--- src/rtl/display_pkg.sv ---
// Shared converter state, BCD width and seven-segment patterns for the
// sample display path.
package display_pkg;

  typedef enum logic [1:0] {
    ST_IDLE,
    ST_SHIFT,
    ST_LOAD
  } conv_state_t;

  localparam int BCD_W = 20;

  localparam logic [6:0] SEG_BLANK = 7'h7F;

  // Active-low {g,f,e,d,c,b,a}; entry n is the glyph for digit n.
  localparam logic [9:0][6:0] SEG_DIGITS = {
    7'h10, 7'h00, 7'h78, 7'h02, 7'h12,
    7'h19, 7'h30, 7'h24, 7'h79, 7'h40
  };

  function automatic logic [6:0] seg_encode(input logic [3:0] digit);
    if (digit > 4'd9) return SEG_BLANK;
    return SEG_DIGITS[digit];
  endfunction

endpackage

--- src/rtl/sample_display_bin2bcd.sv ---
// Sequential double-dabble: converts a 16-bit word into five BCD digits,
// one add-3-then-shift iteration per clock.
module bin2bcd_seq
  import display_pkg::*;
(
  input  logic             clk,
  input  logic             rst_l,
  input  logic             start,
  input  logic [15:0]      bin,
  output logic             busy,
  output logic             done,
  output logic [BCD_W-1:0] bcd
);

  conv_state_t      state;
  logic [15:0]      bin_sh;
  logic [3:0]       iter;
  logic [BCD_W-1:0] bcd_adj;

  // Any nibble of 5 or more gets +3 so the following shift carries correctly.
  always_comb begin
    bcd_adj = bcd;
    for (int i = 0; i < BCD_W / 4; i++) begin
      if (bcd[4*i +: 4] >= 4'd5) bcd_adj[4*i +: 4] = bcd[4*i +: 4] + 4'd3;
    end
  end

  always_ff @(posedge clk or negedge rst_l) begin
    if (!rst_l) begin
      state  <= ST_IDLE;
      bin_sh <= '0;
      iter   <= '0;
      bcd    <= '0;
      busy   <= 1'b0;
      done   <= 1'b0;
    end else begin
      case (state)
        ST_IDLE: begin
          if (start) begin
            bin_sh <= bin;
            bcd    <= '0;
            iter   <= '0;
            busy   <= 1'b1;
            state  <= ST_SHIFT;
          end
        end
        ST_SHIFT: begin
          {bcd, bin_sh} <= {bcd_adj, bin_sh} << 1;
          iter          <= iter + 4'd1;
          if (iter == 4'd15) begin
            done  <= 1'b1;
            state <= ST_LOAD;
          end
        end
        ST_LOAD: begin
          done  <= 1'b0;
          busy  <= 1'b0;
          state <= ST_IDLE;
        end
        default: begin
          done  <= 1'b0;
          busy  <= 1'b0;
          state <= ST_IDLE;
        end
      endcase
    end
  end

endmodule

--- src/rtl/sample_display.sv ---
// Block-averages SPI samples, converts the average to BCD and scans it
// onto a 4-digit common-anode seven-segment display.
module sample_display
  import display_pkg::*;
#(
  parameter int AVG_LOG2 = 3,
  parameter int SCAN_DIV = 100_000
) (
  input  logic        clk,
  input  logic        rst_l,
  input  logic [15:0] d,
  input  logic        d_ready,
  output logic [15:0] avg,
  output logic        bcd_valid,
  output logic        overrun,
  output logic [6:0]  seg,
  output logic        dp,
  output logic [3:0]  an
);

  localparam int ACC_W = 16 + AVG_LOG2;
  localparam int CNT_W = (AVG_LOG2 > 0) ? AVG_LOG2 : 1;
  localparam int DIV_W = $clog2(SCAN_DIV);
  localparam logic [CNT_W-1:0] CNT_LAST = CNT_W'((1 << AVG_LOG2) - 1);
  localparam logic [DIV_W-1:0] DIV_LAST = DIV_W'(SCAN_DIV - 1);

  logic             d_ready_q;
  logic             capture;
  logic             last;
  logic             start;
  logic [ACC_W-1:0] acc;
  logic [ACC_W-1:0] sum;
  logic [CNT_W-1:0] cnt;
  logic [15:0]      avg_next;

  logic             conv_busy;
  logic             conv_done;
  logic [BCD_W-1:0] conv_bcd;

  logic [3:0][3:0]  dig;
  logic             ovf;
  logic             lit;

  logic [DIV_W-1:0] div;
  logic [1:0]       idx;
  logic             blank;
  logic [6:0]       seg_next;

  // Anything of 10000 or more is shown as 9999 with every decimal point lit.
  function automatic logic [16:0] clamp_digits(input logic [BCD_W-1:0] b);
    if (b[19:16] != 4'd0) return {1'b1, 16'h9999};
    return {1'b0, b[15:0]};
  endfunction

  // Capture stage: the rising edge of d_ready marks one new sample
  always_ff @(posedge clk or negedge rst_l) begin
    if (!rst_l) d_ready_q <= 1'b0;
    else        d_ready_q <= d_ready;
  end

  assign capture  = d_ready && !d_ready_q;
  assign last     = (cnt == CNT_LAST);
  assign sum      = acc + ACC_W'(d);
  assign avg_next = 16'(sum >> AVG_LOG2);
  assign start    = capture && last;

  // Accumulate stage: the final sample of a block is folded in directly
  always_ff @(posedge clk or negedge rst_l) begin
    if (!rst_l) begin
      acc     <= '0;
      cnt     <= '0;
      avg     <= '0;
      overrun <= 1'b0;
    end else if (capture) begin
      if (last) begin
        acc <= '0;
        cnt <= '0;
        avg <= avg_next;
        if (conv_busy) overrun <= 1'b1;
      end else begin
        acc <= sum;
        cnt <= cnt + CNT_W'(1);
      end
    end
  end

  bin2bcd_seq u_conv (
    .clk   (clk),
    .rst_l (rst_l),
    .start (start),
    .bin   (avg_next),
    .busy  (conv_busy),
    .done  (conv_done),
    .bcd   (conv_bcd)
  );

  // Digit stage: latch the converted (and clamped) result
  always_ff @(posedge clk or negedge rst_l) begin
    if (!rst_l) begin
      dig       <= '0;
      ovf       <= 1'b0;
      lit       <= 1'b0;
      bcd_valid <= 1'b0;
    end else begin
      bcd_valid <= conv_done;
      if (conv_done) begin
        {ovf, dig} <= clamp_digits(conv_bcd);
        lit        <= 1'b1;
      end
    end
  end

  always_ff @(posedge clk or negedge rst_l) begin
    if (!rst_l) begin
      div <= '0;
      idx <= '0;
    end else if (div == DIV_LAST) begin
      div <= '0;
      idx <= idx + 2'd1;
    end else begin
      div <= div + DIV_W'(1);
    end
  end

  // Leading zeros stay dark; the rightmost digit is always shown.
  always_comb begin
    blank = 1'b0;
    case (idx)
      2'd3:    blank = (dig[3] == 4'd0);
      2'd2:    blank = (dig[3] == 4'd0) && (dig[2] == 4'd0);
      2'd1:    blank = (dig[3] == 4'd0) && (dig[2] == 4'd0) && (dig[1] == 4'd0);
      default: blank = 1'b0;
    endcase
    seg_next = blank ? SEG_BLANK : seg_encode(dig[idx]);
  end

  // Drive stage: seg, dp and an are registered together
  always_ff @(posedge clk or negedge rst_l) begin
    if (!rst_l) begin
      seg <= SEG_BLANK;
      dp  <= 1'b1;
      an  <= 4'hF;
    end else if (!lit) begin
      seg <= SEG_BLANK;
      dp  <= 1'b1;
      an  <= 4'hF;
    end else begin
      seg <= seg_next;
      dp  <= !ovf;
      an  <= ~(4'b0001 << idx);
    end
  end

endmodule
--- config.mk ---
export PLATFORM = sky130hd
export DESIGN_NAME = sample_display
export DESIGN_NICKNAME = d
export VERILOG_FILES = /design/src/rtl/display_pkg.sv /design/src/rtl/sample_display_bin2bcd.sv /design/src/rtl/sample_display.sv
export SDC_FILE = /design/constraint.sdc
export NUM_CORES = 1
export LEC_CHECK = 0
export BUFFER_PORTS_ARGS = -buffer_cell sky130_fd_sc_hd__buf_2
export CORE_MARGIN = 5
export CORE_UTILIZATION = 35
export CTS_BUF_LIST = sky130_fd_sc_hd__clkbuf_4
export CTS_CLUSTER_SIZE = 20
export DETAILED_ROUTE_END_ITERATION = 7
export GPL_TIMING_DRIVEN = 0
export SYNTH_ARGS = -nofsm -noshare
export SYNTH_HDL_FRONTEND = slang
export SYNTH_SLANG_ARGS = --single-unit
--- constraint.sdc ---
create_clock -name clk -period 2.5 [get_ports clk]
set_clock_uncertainty 0.1 [all_clocks]
set_input_delay 0.75 -clock clk [delete_from_list [all_inputs] [get_ports clk]]
set_output_delay 0.75 -clock clk [all_outputs]
set_load 0.02 [all_outputs]
==> flow_summary.json <==
{
  "status": "completed",
  "finalCriticalPeriod_ps": 2490,
  "rr_startpoint": "acc[0]$_DFFE_PN0P_",
  "worst_r2r_path_depth": 11,
  "cts_tree": "done",
  "ir_worst_vdd_v": 0.000369,
  "syn_inst": 652,
  "overflow": 0,
  "ys_seq_elements": 134,
  "start_util_pct": 35.5,
  "critPathCaptureType": "flip-flop",
  "synthArstFlopShare_pct": 100,
  "die_x_um": 148,
  "viasPerCell": 5.08,
  "finalNonFillerCells": 972,
  "setup.worst_path.start": "acc[0]$_DFFE_PN0P_",
  "multi_input_area_um2": 3360,
  "core_um2": 18700,
  "p_leak_nw": 3.43,
  "path_max_fanout": 4,
  "slew-limit-headroom_pct": 46.6,
  "power.internal_w": 0.00492,
  "worst_slack_ps": 7.02,
  "grt_use_total_pct": 14.3,
  "min_path_type": "in -> async",
  "drc": 0,
  "final_nets": 785,
  "synth_edf_count": 0,
  "ctsHtreeMaxLevel": 4,
  "dpl_worst_slack_ps": -673,
  "cap_violations": 0,
  "crit_type": "reg -> reg",
  "avgSynthCellArea_um2": 10.2,
  "dp_cells": 935,
  "synth_cell_types": 54,
  "p_per_area_nw_per_um2": 1090,
  "synth_nets": 713,
  "grt_max_degree": 81,
  "cts_made_buffers": 17,
  "p_comb_share_pct": 44.9,
  "antenna_found_initial": 1,
  "drt_wl_total_um": 14700,
  "whs_ps": 63.2,
  "synthFlopType": "dfrtp_1",
  "synth_area_um2": 6640,
  "row_count": 50,
  "ant_nets": 0,
  "drive_gt1_share_pct": 20.9,
  "grt_setup_unrepaired": "yes",
  "drv_slew": 0,
  "final_cell_mix": "dfrtp_1, nand2_1, nor2_1",
  "dieArea_um2": 21800,
  "crit_path_max_incr_delay_ps": 400,
  "final_area_um2": 7780,
  "critical_path_arrival_ps": 2810,
  "grt_first_pass_wirelength_um": 25200,
  "fin_tns_setup_ps": 0,
  "r2r_end": "u_conv.bin_sh[15]$_DFFE_PN0P_",
  "dp_hpwl_um": 10400,
  "final_common_cell": "dfrtp_1",
  "dpl_cell_area_um2": 7310,
  "hold_violations": 0,
  "r2r_slack_ps": 7,
  "clockRootBuffer": "clkbuf_4",
  "syn2layout_area_growth_pct": 17.3,
  "top_level_ports": 49,
  "path_cells": "ha_4, inv_2, fa_2, nor2b_4, o2111ai_4, a31oi_4, a211oi_4, a211oi_2, buf_4, xnor2_4, a21oi_2",
  "post-route-period-util_pct": 99.7,
  "cts.clk_slew.worst_paths_ps": 120,
  "firstDrtPassIters": 4,
  "cp_slowest_cell": "dfrtp_1",
  "ys_warn_count": 0,
  "seq_power_share_pct": 39.5,
  "clk_latency_ps": 540,
  "worstMarginPinSlew_ps": 801,
  "place_congestion": 0.801,
  "cp-start-kind": "flip-flop",
  "p_clk_share_pct": 15.5,
  "seqCellArea_um2": 3370,
  "die_h_um": 148,
  "cts_buffer_depth": 2,
  "io_buffers": 48,
  "setup_viol": 0,
  "vias": 4934,
  "power_switching_w": 0.00354,
  "first_global_vias": 4907,
  "routedWlPerCell_um": 15.1,
  "crit_required_ps": 2810,
  "setup.worst_path.end": "u_conv.bin_sh[15]$_DFFE_PN0P_",
  "fill_cells": 1811,
  "drtIter0Drc": 275,
  "swShare_pct": 41.9,
  "fmax_mhz": 401,
  "cts_sinks": 134,
  "seq_area_frac_synth_pct": 50.8
}
## metrics by stage
step / total power, W / utilization, %
2_1_floorplan: 0.00585 / -
3_3_place_gp: 0.00679 / 38.9
3_5_place_dp: 0.00685 / 39.1
4_1_cts: 0.00837 / 41.0
5_1_grt: 0.00921 / 41.6
6_report: 0.00846 / 41.6
## cell type report
class                   instances  area share [%]
well taps                     234            3.76
clock buffers                  19            1.83
plain buffers                  19            1.17
multi-input cells             471            43.1
clock inverters                13            1.42
diodes                          1          0.0322
inverters                      26            1.25
flip-flops and latches        134            43.3
repair buffers                 55            4.10
## per-layer routing
| metal | wire, um | track usage (%) | part of all wire [%] | vias up |
|---|---|---|---|---|
| met4 | 208 | 4.33 | 1.4 | 0 |
| met1 | 7420 | 20.7 | 50 | 2398 |
| met3 | 500 | 3.59 | 3.4 | 21 |
| met2 | 6580 | 21.1 | 45 | 67 |
| met5 | 0 | 0 | 0 | - |
| li1 | - | - | - | 2448 |
## repair_timing
action	in CTS	in global routing
setup endpoints to repair	18	38
pin swaps	3	5
setup buffers	4	2
hold buffers	0	0
resized for setup	11	29
## cell families (layout without fill, tap and decap cells)
family,count (synthesis),count (layout),share of synthesized area (%)
AND/OR/NAND/NOR,200,200,13.6
buffers and inverters,47,132,2.90
flip-flops,134,134,50.8
multiplexers,20,20,3.77
XOR/XNOR,39,39,5.15
other,0,1,0
adder cells (fa/ha/maj),42,42,8.03
AO/OA/AOI/OAI,170,170,15.8
## power by group through the flow
stage	combinational [W]	clock, W	sequential [W]
2_1_floorplan	0.00245	0	0.00340
3_3_place_gp	0.00342	0	0.00337
3_5_place_dp	0.00348	0	0.00337
4_1_cts	0.00365	0.00138	0.00334
5_1_grt	0.00430	0.00148	0.00344
6_report	0.00380	0.00131	0.00335
## cell usage after synthesis, types with 2 or more instances
master / instances / area share, %
and4_1: 3 / 0.40
a31oi_1: 2 / 0.19
o21a_1: 2 / 0.23
a21oi_1: 41 / 3.1
clkbuf_1: 20 / 1.1
and2_1: 3 / 0.28
nand2b_1: 12 / 1.1
or3_1: 4 / 0.38
xnor2_1: 21 / 2.8
nor3_1: 3 / 0.23
inv_1: 26 / 1.5
or2_2: 2 / 0.19
a21boi_0: 2 / 0.23
nand4_1: 2 / 0.19
a21o_1: 6 / 0.68
o21ai_0: 56 / 4.2
a211oi_1: 4 / 0.45
dfstp_2: 12 / 4.8
o211ai_1: 2 / 0.23
nand3_1: 14 / 1.1
a22o_1: 8 / 1.1
a32o_1: 5 / 0.75
xor2_1: 18 / 2.4
nor2b_1: 5 / 0.47
mux4_2: 4 / 1.4
ha_1: 41 / 7.7
o32ai_1: 4 / 0.53
o31ai_1: 6 / 0.68
mux2i_1: 16 / 2.4
a22oi_1: 6 / 0.68
nor2_1: 53 / 3.0
dfrtp_1: 122 / 46
o22ai_1: 16 / 1.5
or4b_1: 2 / 0.30
nand2_1: 90 / 5.1
## state kept, by name, summed over array words and instances, names as in the netlist, 3 cells and up
| register | cells |
|---|---|
| u_conv.iter | 4 |
| dig | 16 |
| div | 17 |
| cnt | 3 |
| avg | 16 |
| acc | 19 |
| an | 4 |
| u_conv.bcd | 20 |
| seg | 7 |
| u_conv.bin_sh | 16 |
## critical path: cells and delay by family, from the launching register on
| family | cells | cell delay (ps) |
|---|---|---|
| AO/OA/AOI/OAI | 5 | 830 |
| adder cells (fa/ha/maj) | 2 | 510 |
| AND/OR/NAND/NOR | 1 | 170 |
| XOR/XNOR | 1 | 150 |
| flip-flops | 1 | 400 |
| buffers and inverters | 2 | 210 |
## worst min-delay path by stage
stage / from / slack (ps) / end / cells after the start
after floorplan: u_conv.done$_DFFE_PN0P_ / 250 / bcd_valid$_DFF_PN0_ / 0
after global placement: u_conv.done$_DFFE_PN0P_ / 260 / bcd_valid$_DFF_PN0_ / 0
after detailed placement: u_conv.done$_DFFE_PN0P_ / 260 / bcd_valid$_DFF_PN0_ / 0
after CTS: rst_l / 50 / avg[5]$_DFFE_PN0P_ / 1
after global routing: rst_l / 60 / acc[9]$_DFFE_PN0P_ / 1
final: rst_l / 60 / avg[5]$_DFFE_PN0P_ / 1
Power figures use the tool's default switching activity.
